`src/rtl/key_conditioner.sv`:
```
// key_conditioner: synchronises and debounces the Enter/Clear buttons and the switch bus for the calculator.
// Optional auto-repeat of EnterPulse is built only when KEY_AUTOREPEAT_EN is defined.
module key_conditioner #(
    parameter int DEBOUNCE_CYCLES   = 500000,
    parameter bit BUTTON_ACTIVE_LOW = 1'b1,
    parameter int SW_WIDTH          = 12
`ifdef KEY_AUTOREPEAT_EN
    ,
    parameter int REPEAT_DELAY      = 25000000,
    parameter int REPEAT_PERIOD     = 5000000
`endif
) (
    input  logic                clock,
    input  logic                reset_n,
    input  logic                KeyEnterRaw,
    input  logic                KeyClearRaw,
    input  logic [SW_WIDTH-1:0] SwitchsRaw,
    output logic                Enter,
    output logic                Clear,
    output logic                EnterPulse,
    output logic                ClearPulse,
    output logic [SW_WIDTH-1:0] Switchs,
    output logic                SwitchsValid
);
    localparam int CW = $clog2(DEBOUNCE_CYCLES);
    localparam logic [CW-1:0] LAST = CW'(DEBOUNCE_CYCLES - 1);
`ifdef KEY_AUTOREPEAT_EN
    localparam int RW = $clog2(REPEAT_DELAY);
    localparam logic [RW-1:0] REP_LAST = RW'(REPEAT_DELAY - 1);
    localparam logic [RW-1:0] REP_RELOAD = RW'(REPEAT_DELAY - REPEAT_PERIOD);
`endif

    typedef enum logic [2:0] {
        RELEASED,
        PRESS_PENDING,
        PRESSED,
        RELEASE_PENDING,
        LOCKOUT
    } key_state_e;

    logic [1:0]          enter_sync_q, clear_sync_q;
    logic                enter_s, clear_s, clear_commit;
    key_state_e          enter_st_q, clear_st_q;
    logic [CW-1:0]       enter_cnt_q, clear_cnt_q, sw_cnt_q;
    logic                enter_q, clear_q, enter_pulse_q, clear_pulse_q;
    logic [SW_WIDTH-1:0] sw_meta_q, sw_sync_q, sw_prev_q, switchs_q;
    logic                valid_q;
`ifdef KEY_AUTOREPEAT_EN
    logic [RW-1:0]       rep_q;
`endif

    assign enter_s      = enter_sync_q[1];
    assign clear_s      = clear_sync_q[1];
    assign clear_commit = clear_st_q == PRESS_PENDING && clear_s && clear_cnt_q == LAST;

    // Two-flop synchronisers; buttons are normalised to pressed=1 before sampling, so reset means released.
    always_ff @(posedge clock or negedge reset_n) begin
        if (!reset_n) begin
            enter_sync_q <= '0;
            clear_sync_q <= '0;
            sw_meta_q    <= '0;
            sw_sync_q    <= '0;
        end else begin
            enter_sync_q <= {enter_sync_q[0], KeyEnterRaw ^ BUTTON_ACTIVE_LOW};
            clear_sync_q <= {clear_sync_q[0], KeyClearRaw ^ BUTTON_ACTIVE_LOW};
            sw_meta_q    <= SwitchsRaw;
            sw_sync_q    <= sw_meta_q;
        end
    end

    // Enter debounce FSM; a press that commits while Clear is high or committing is swallowed into LOCKOUT.
    always_ff @(posedge clock or negedge reset_n) begin
        if (!reset_n) begin
            enter_st_q    <= RELEASED;
            enter_cnt_q   <= '0;
            enter_q       <= 1'b0;
            enter_pulse_q <= 1'b0;
`ifdef KEY_AUTOREPEAT_EN
            rep_q         <= '0;
`endif
        end else begin
            enter_pulse_q <= 1'b0;
`ifdef KEY_AUTOREPEAT_EN
            rep_q         <= '0;
`endif
            case (enter_st_q)
                RELEASED: if (enter_s) begin
                    enter_st_q  <= PRESS_PENDING;
                    enter_cnt_q <= CW'(1);
                end
                PRESS_PENDING: if (!enter_s) begin
                    enter_st_q  <= RELEASED;
                    enter_cnt_q <= '0;
                end else if (enter_cnt_q == LAST) begin
                    enter_cnt_q <= '0;
                    if (clear_q || clear_commit) enter_st_q <= LOCKOUT;
                    else begin
                        enter_st_q    <= PRESSED;
                        enter_q       <= 1'b1;
                        enter_pulse_q <= 1'b1;
                    end
                end else enter_cnt_q <= enter_cnt_q + CW'(1);
                PRESSED: if (!enter_s) begin
                    enter_st_q  <= RELEASE_PENDING;
                    enter_cnt_q <= CW'(1);
                end
`ifdef KEY_AUTOREPEAT_EN
                else if (rep_q == REP_LAST) begin
                    enter_pulse_q <= 1'b1;
                    rep_q         <= REP_RELOAD;
                end else rep_q <= rep_q + RW'(1);
`endif
                RELEASE_PENDING: if (enter_s) begin
                    enter_st_q  <= PRESSED;
                    enter_cnt_q <= '0;
                end else if (enter_cnt_q == LAST) begin
                    enter_st_q  <= RELEASED;
                    enter_cnt_q <= '0;
                    enter_q     <= 1'b0;
                end else enter_cnt_q <= enter_cnt_q + CW'(1);
                default: if (enter_s) enter_cnt_q <= '0;
                else if (enter_cnt_q == LAST) begin
                    enter_st_q  <= RELEASED;
                    enter_cnt_q <= '0;
                end else enter_cnt_q <= enter_cnt_q + CW'(1);
            endcase
        end
    end

    // Clear debounce FSM; Clear always wins and never repeats.
    always_ff @(posedge clock or negedge reset_n) begin
        if (!reset_n) begin
            clear_st_q    <= RELEASED;
            clear_cnt_q   <= '0;
            clear_q       <= 1'b0;
            clear_pulse_q <= 1'b0;
        end else begin
            clear_pulse_q <= 1'b0;
            case (clear_st_q)
                RELEASED: if (clear_s) begin
                    clear_st_q  <= PRESS_PENDING;
                    clear_cnt_q <= CW'(1);
                end
                PRESS_PENDING: if (!clear_s) begin
                    clear_st_q  <= RELEASED;
                    clear_cnt_q <= '0;
                end else if (clear_cnt_q == LAST) begin
                    clear_st_q    <= PRESSED;
                    clear_cnt_q   <= '0;
                    clear_q       <= 1'b1;
                    clear_pulse_q <= 1'b1;
                end else clear_cnt_q <= clear_cnt_q + CW'(1);
                PRESSED: if (!clear_s) begin
                    clear_st_q  <= RELEASE_PENDING;
                    clear_cnt_q <= CW'(1);
                end
                default: if (clear_s) begin
                    clear_st_q  <= PRESSED;
                    clear_cnt_q <= '0;
                end else if (clear_cnt_q == LAST) begin
                    clear_st_q  <= RELEASED;
                    clear_cnt_q <= '0;
                    clear_q     <= 1'b0;
                end else clear_cnt_q <= clear_cnt_q + CW'(1);
            endcase
        end
    end

    // Whole-word switch debounce; the output only reloads while Enter is released so captures stay glitch-free.
    always_ff @(posedge clock or negedge reset_n) begin
        if (!reset_n) begin
            sw_prev_q <= '0;
            sw_cnt_q  <= '0;
            switchs_q <= '0;
            valid_q   <= 1'b0;
        end else begin
            sw_prev_q <= sw_sync_q;
            if (sw_sync_q != sw_prev_q) sw_cnt_q <= '0;
            else if (sw_cnt_q != LAST) sw_cnt_q <= sw_cnt_q + CW'(1);
            if (sw_sync_q == sw_prev_q && sw_cnt_q == LAST && !enter_q) begin
                switchs_q <= sw_sync_q;
                valid_q   <= 1'b1;
            end
        end
    end

    assign Enter        = enter_q;
    assign Clear        = clear_q;
    assign EnterPulse   = enter_pulse_q;
    assign ClearPulse   = clear_pulse_q;
    assign Switchs      = switchs_q;
    assign SwitchsValid = valid_q;
endmodule

```
`config.mk`:
```
export PLATFORM = sky130hd
export DESIGN_NAME = key_conditioner
export DESIGN_NICKNAME = d
export VERILOG_FILES = /design/src/rtl/key_conditioner.sv
export SDC_FILE = /design/constraint.sdc
export NUM_CORES = 1
export LEC_CHECK = 0
export ABC_AREA = 1
export CORE_ASPECT_RATIO = 1.1
export CORE_MARGIN = 1
export CORE_UTILIZATION = 52
export DETAILED_ROUTE_END_ITERATION = 8
export DONT_BUFFER_PORTS = 1
export PLACE_DENSITY = 0.67
export SETUP_SLACK_MARGIN = 0.05
export SLEW_MARGIN = 20
export SYNTH_ARGS = -nofsm -noshare
export SYNTH_HDL_FRONTEND = slang
export SYNTH_SLANG_ARGS = --single-unit
export TNS_END_PERCENT = 50
```
`constraint.sdc`:
```
create_clock -name clock -period 2.1 [get_ports clock]
set_clock_uncertainty 0.1 [all_clocks]
set_input_delay 0.105 -clock clock [delete_from_list [all_inputs] [get_ports clock]]
set_output_delay 0.105 -clock clock [all_outputs]
set_load 0.005 [all_outputs]
```
==> results.md, run 1 <==
- Post-detailed-route wirelength per cell: 13.0 um
- Synth top area cells: dfrtp_1 (51%), nand2_1 (11%), nor2_1 (6.7%)
- R2R Path End: Switchs[1]
- Synth Area per Inst: 8.09 um2
- Leakage power: 3.16 nW
- Ys flop type: dfrtp_1
- CP startpoint kind: flip-flop
- Initial DRT Pass Iterations: 5
- Post-synthesis adder-cell area fraction: 1.08%
- EDFF count, synth: 0
- Pre-CTS worst setup slack: 0.109 ns
- Complex-gate fraction of the synthesized area: 5.43%
- Post-route setup TNS: 0 ns
- Vias/cell: 5.03
- Die H: 113 um
- Xor/xnor share of the synthesized area: 3.48%
- Initial antenna violation count: 0
- Final instance area: 0.00669 mm2
- Share of cells above drive strength 1: 8.96%
- MaxCap Viol Count: 0
- ANT nets after route: 0
- Main combinational cell family by area after synthesis: simple AND/OR/NAND/NOR gates
- Worst Setup Path Type: reg2reg
- H-tree depth: 4
- Seq cells post-synth: 119
- Nets: 767
- Period minus WS final: 1.85 ns
- Post-placement cell area: 0.00594 mm2
- Seq/Total Area, Yosys: 51.5%
- VDD IR max: 0.620 mV
- Total CTS buffers: 17
- R2R cell count: 8
- CP Capture Type: flip-flop
- Failing checks: negative hold slack
- Min-delay worst type: in2async
- Site row count: 40
- Cts hold-fix bufs: 14
- Vias in the first global route: 4415
- Setup violators final: 0
- GRT overflow: 0
- Die area: 0.0115 mm2
- Status: complete, but fails checks
- Layout Utilization: 61.6%
- Chip width: 103 um
- Reg-to-reg critical path startpoint: sw_cnt_q[0]
- CP arrival: 2.05 ns
- Worst EP required: 2.30 ns
- I/O Buffers: 0
- Initial Util: 53.2%
- Fin crit share: 88.0%
- Clock root buffer: clkbuf_16
- Multiplexer share of the synthesized area: 0%
- DRC marker count from the first detailed-route iteration: 236
- Upper clock frequency limit: 541 MHz
- CTS Buffer Depth: 2
- Cells after Synth: 715
- Synthesized Nets: 736
- Ys Warns: 0
- CTS tree: done
- Drt total wl: 11800 um
- Worst-Skew Late Latency: 0.41 ns
- Final RePlAce weighted congestion: 0.927
- Area leader, netlist: dfrtp_1
- Top cell type's share of synthesized area: 51.5%
- Core area: 0.0109 mm2
- First-pass GRT wire length: 20100 um
- I/O Pins: 33
- Synth Area in Simple Gates: 30.8%
- Least-Margin Pin Slew: 0.559 ns
- Register-to-register setup slack: 0.25 ns
- Syn-to-layout area delta: 15.7%
- Largest net degree at the start of global routing: 120
- Via count: 4557
- Power density over cell area: 929 mW/mm2
- Post-DP HPWL: 8230 um
- Clk pin slew, worst setup/hold paths: 0.06 ns
- Filler Cell Count: 950
- Critical path fanouts, max: 13
- Synth cell types: 39
- Sink Count: 119
- RSZ-0062 raised after global routing: true
- Final hold slack: -0.714 ns
- Slew Viols, Final: 0
- Post-Synthesis Cell Area: 0.00578 mm2
- Relative slew slack: 62.4%
- N_diodes: 0
- Tot GR Track Use: 22.6%
- Final hold vios: 119
- Setup bufs post-CTS: 0
- Post-route setup slack: 0.251 ns
- Ys async rst share: 100%
- DR DRC count: 0
registers in the layout (all words and copies together) (netlist names), 2 cells and up, named ones only:
| name | count |
|---|---|
| enter_st_q | 3 |
| sw_cnt_q | 19 |
| sw_meta_q | 12 |
| Switchs | 12 |
| sw_prev_q | 12 |
| enter_sync_q | 2 |
| sw_sync_q | 12 |
| clear_cnt_q | 19 |
| enter_cnt_q | 19 |
| clear_sync_q | 2 |
how the worst max path moves through the flow:
stage | from | endpoint | slack, ns | depth (start not counted)
2_1_floorplan | sw_cnt_q[0] | Switchs[10] | 0.50 | 9
3_3_place_gp | enter_st_q[1] | enter_cnt_q[17] | 0.21 | 8
3_5_place_dp | enter_cnt_q[0] | enter_cnt_q[18] | 0.11 | 8
4_1_cts | enter_cnt_q[0] | enter_cnt_q[18] | 0.09 | 8
5_1_grt | clear_cnt_q[0] | clear_cnt_q[6] | 0.03 | 8
6_report | sw_cnt_q[0] | Switchs[1] | 0.25 | 8
power breakdown:
part	switching (mW)	leakage, nW	total (mW)	internal [mW]
sequential	0.107	1.55	2.51	2.41
combinational	0.564	1.32	0.832	0.268
clock	1.16	0.291	2.87	1.72
total	1.83	3.16	6.22	4.39
cells in the final DEF, fill, tap and decap left out, types with 2 or more instances in the layout:
cell             n
o211a_1          2
nand2_1        173
inv_8            5
o21bai_1         2
inv_1           91
xnor2_1          7
nor2_2           8
clkbuf_16       17
o21ai_0         16
nor2_4           2
a21oi_1         24
and3_1           4
nor2_1         103
nor3_1          19
nor4_1           2
ha_1             5
nor3_2           2
nand3_1         52
xor2_1          16
inv_6            3
a31oi_1          2
nand4_1         30
clkinv_4         4
dlygate4sd3_1   14
nand2_2          5
inv_2            6
clkinvlp_4       3
dfrtp_1        119
o211ai_1         2
buf_4            7
timing repair:
action                                  in CTS  in global routing
endpoints found under the setup margin       0                 12
resized for setup                            0                  3
hold endpoints to repair                   133                119
layout make-up:
class	count	area [um2]	share of cell area, %
clock buffer	18	439	6.56
tap	147	184	2.75
timing repair inverter	1	7.51	0.112
timing repair buffer	21	193	2.88
multi-input combinational	488	2360	35.3
inverter	98	372	5.55
clock inverter	14	155	2.32
sequential	119	2980	44.5
critical path, cell delays in order, from the launching register on:
cell	delay [ns]
dfrtp_1	0.41
ha_1	0.25
inv_1	0.07
nor2_2	0.16
nand2_1	0.11
nor2_4	0.11
nand4_2	0.31
nand2_1	0.16
nand2_1	0.06
synth_stat cells, types with 6 or more instances:
| master | n |
|---|---|
| nand2_1 | 174 |
| dfrtp_1 | 119 |
| nor2_1 | 103 |
| inv_1 | 92 |
| nand3_1 | 52 |
| nand4_1 | 30 |
| a21oi_1 | 24 |
| nor3_1 | 19 |
| o21ai_0 | 16 |
| xor2_1 | 16 |
| nor2_2 | 8 |
| xnor2_1 | 7 |
| inv_2 | 6 |
stage by stage:
step	cells	hold WS, ns	power [mW]
final	906	-0.714	6.22
after global routing	906	-0.745	6.54
after CTS	905	-0.728	6.25
after detailed placement	859	-0.288	3.32
after global placement	859	-0.288	3.30
after floorplan	715	-0.291	3.15
routing by layer:
metal / up-vias / share of wire [%] / GRT usage (%)
met5: - / 0 / 0
met4: 0 / 1.9 / 8.76
met3: 15 / 4.0 / 5.11
met2: 86 / 48 / 36.4
met1: 2108 / 46 / 29.3
li1: 2348 / - / -
cells by family (layout without fill, tap and decap cells):
| family | count (synthesis) | count (layout) |
|---|---|---|
| compound gates | 55 | 55 |
| xor+xnor | 23 | 23 |
| fa+ha+maj | 5 | 5 |
| buf+inv | 108 | 152 |
| flops | 119 | 119 |
| simple gates | 405 | 405 |
(Power assumes the default switching activity.)
==> run 2: changes to the inputs <==
--- a/config.mk
+++ b/config.mk
@@ -6,12 +6,14 @@
 export NUM_CORES = 1
 export LEC_CHECK = 0
 export ABC_AREA = 1
+export CELL_PAD_IN_SITES_DETAIL_PLACEMENT = 1
+export CELL_PAD_IN_SITES_GLOBAL_PLACEMENT = 1
 export CORE_ASPECT_RATIO = 1.1
 export CORE_MARGIN = 1
-export CORE_UTILIZATION = 52
+export CORE_UTILIZATION = 48
 export DETAILED_ROUTE_END_ITERATION = 8
 export DONT_BUFFER_PORTS = 1
-export PLACE_DENSITY = 0.67
+export PLACE_DENSITY = 0.79
 export SETUP_SLACK_MARGIN = 0.05
 export SLEW_MARGIN = 20
 export SYNTH_ARGS = -nofsm -noshare
==> run 2 against run 1 <==
  * The flow still finishes with violations (negative hold slack)
  * Worst hold slack worse by 0.015 ns
  * Register-to-register slack worse by 0.03 ns
  * Die area grew 8.2%
  * Sequential power hardly changed
  * Utilization decreased by 3.1 points
  * Worst setup slack got worse by 0.035 ns
  * Total power grew 3.5%
  * Maximum frequency decreased by 1.9%
  * Cell count rose by 0.99%
  * Clock power up 7%
  * First-iteration DRC count up 13%
  * Combinational power increased by 2.8%
  * Largest power group unchanged
==> results.md, run 2 (synthesis gave the netlist of run 1 again) <==
- Relative slew slack: 55.0% (-7.4 points)
- Setup bufs post-CTS: 0 (unchanged)
- Critical path fanouts, max: 10 (-3)
- VDD IR max: 0.722 mV (+16%)
- Chip width: 107 um (+4.0%)
- CTS Buffer Depth: 2 (unchanged)
- Filler Cell Count: 1368 (+44%)
- Nets: 773 (+0.78%)
- Critical-path cell with the highest stage delay: dfrtp_1
- Share of cells above drive strength 1: 10.1% (+1.1 points)
- Period minus WS final: 1.88 ns (+0.0349 ns)
- Final hold vios: 119 (unchanged)
- Buf+Inv Stages, Crit Path: 3 (+2)
- Syn-to-layout area delta: 17.2%
- N_diodes: 0 (unchanged)
- Die H: 117 um (+4.0%)
- Leakage power: 3.18 nW (+0.62%)
- Post-detailed-route wirelength per cell: 16.9 um (+30%)
- Final hold slack: -0.730 ns (-0.0154 ns)
- Top flop regs: clear_cnt_q: 19 flops, enter_cnt_q: 19 flops, sw_cnt_q: 19 flops
- DR DRC count: 0 (unchanged)
- Min-delay worst type: in2async
- Via count: 4947 (+8.6%)
- Fin crit share: 89.7% (+1.7 points)
- Final Non-Filler Cells: 915 (+0.99%)
- CP Capture Type: flip-flop
- Worst Setup Path Type: reg2reg
- DRC marker count from the first detailed-route iteration: 266 (+13%)
- H-tree depth: 4 (unchanged)
- Most used cell, CP: nand2_2
- CP arrival: 2.13 ns (+0.08 ns)
- Failing checks: negative hold slack
- ANT nets after route: 0 (unchanged)
- Least-Margin Pin Slew: 0.670 ns (+0.110 ns)
- Initial antenna violation count: 0 (unchanged)
- Worst-Skew Late Latency: 0.43 ns (+0.02 ns)
- Cts hold-fix bufs: 14 (unchanged)
- Clk pin slew, worst setup/hold paths: 0.06 ns (about the same)
- Post-DP HPWL: 10300 um (+25%)
- Largest net degree at the start of global routing: 120 (unchanged)
- Final instance area: 0.00678 mm2 (+1.3%)
- CP Cell Sequence: inv_1 > nand2_1 > nand2_2 > nor2_4 > inv_2 > nand2_2 > clkinvlp_2 > nor2_1
- Post-placement cell area: 0.00599 mm2 (+0.82%)
- RSZ-0062 raised after global routing: false
- Drt total wl: 15400 um (+31%)
- Status: complete, but fails checks
- Vias/cell: 5.41 (+7.5%)
- Initial DRT Pass Iterations: 4 (-1)
- Slew Viols, Final: 0 (unchanged)
- Tot GR Track Use: 26.7% (+4.1 points)
- Sink Count: 119 (unchanged)
- Total CTS buffers: 17 (unchanged)
- Worst path top cell family by delay: simple AND/OR/NAND/NOR gates
- Site row count: 41 (+2.5%)
- Setup violators final: 0 (unchanged)
- Post-route setup TNS: 0 ns (unchanged)
- MaxCap Viol Count: 0 (unchanged)
- Clock root buffer: clkbuf_16
- Vias in the first global route: 5413 (+23%)
- Most frequent cells in the layout: nand2_1 (172), dfrtp_1 (119), nor2_1 (103)
- Leading cell type in the layout, fill and taps excluded: nand2_1
- Worst EP required: 2.35 ns (+0.05 ns)
- DP Cell Count: 868 (+1.0%)
- Final RePlAce weighted congestion: 0.843 (-9.0%)
- Core area: 0.0116 mm2 (+6.8%)
- First-pass GRT wire length: 25600 um (+28%)
- CP startpoint kind: flip-flop
- I/O Buffers: 0 (unchanged)
- Power density over cell area: 949 mW/mm2 (+2.1%)
- I/O Pins: 33 (unchanged)
- Upper clock frequency limit: 531 MHz (-1.9%)
- Die area: 0.0125 mm2 (+8.2%)
- CP peak stage delay: 0.41 ns (about the same)
- CTS tree: done
- Initial Util: 49.9% (-3.4 points)
- GRT overflow: 0 (unchanged)
- Pwr Total: 6.44 mW (+3.5%)
[run 2: cell types whose count changed in the layout (fill, tap and decap cells not counted), moves of 2 or more]
| cell | before | now |
|---|---|---|
| buf_4 | 7 | 13 |
| inv_8 | 5 | 1 |
| bufinv_16 | 1 | 3 |
| clkinvlp_4 | 3 | 5 |
| inv_6 | 3 | 1 |
[run 2: final cells by class]
cell class / count / area, um2 / area share [%]
multi-input cells: 488 / 2380 / 35.0
repair inverters: 1 / 5.00 / 0.0738
clock inverters: 13 / 171 / 2.53
repair buffers: 27 / 238 / 3.51
well taps: 150 / 188 / 2.77
flip-flops and latches: 119 / 2980 / 43.9
clock buffers: 19 / 453 / 6.68
inverters: 98 / 372 / 5.48
[run 2: where the power goes]
part	total, mW	switching (mW)	internal (mW)
logic	0.855	0.585	0.270
registers	2.52	0.112	2.41
clock network	3.06	1.12	1.94
[run 2: path summary, 6_finish.rpt]
path	start	to	slack, ns	cells after the start
max	enter_st_q[1]	enter_cnt_q[14]	0.22	8
min	reset_n	sw_sync_q[9]	-0.73	0
max reg2reg	enter_st_q[1]	enter_cnt_q[14]	0.22	8
min reg2reg	sw_meta_q[8]	sw_sync_q[8]	0.24	0
max in group asynchronous	reset_n	enter_cnt_q[15]	2.50	0
min in group clock	SwitchsRaw[9]	sw_meta_q[9]	0.13	1
[run 2: per-layer routing]
layer,part of all wire [%],global-route usage (%)
met5,0,0
met4,2.5,12.6
met3,2.6,5.48
met2,53,49.1
met1,42,29.6
[run 2: worst reg2reg max path, cell delays in order (launching register included)]
cell and delay [ns]:
dfrtp_1 0.41, inv_1 0.12, nand2_1 0.12, nand2_2 0.09, nor2_4 0.23, inv_2 0.16
nand2_2 0.19, clkinvlp_2 0.24, nor2_1 0.15
[run 2: through the flow]
step	setup WS [ns]	util (%)
floorplan	0.495	-
global placement	0.190	51.7
detailed placement	0.107	51.7
CTS	0.0565	58.3
global route	0.0750	58.5
finish	0.216	58.5
[run 2: what timing repair did]
item,CTS,global route
endpoints found under the hold margin,133,119
gates resized for setup,0,6
setup endpoints to repair,0,30
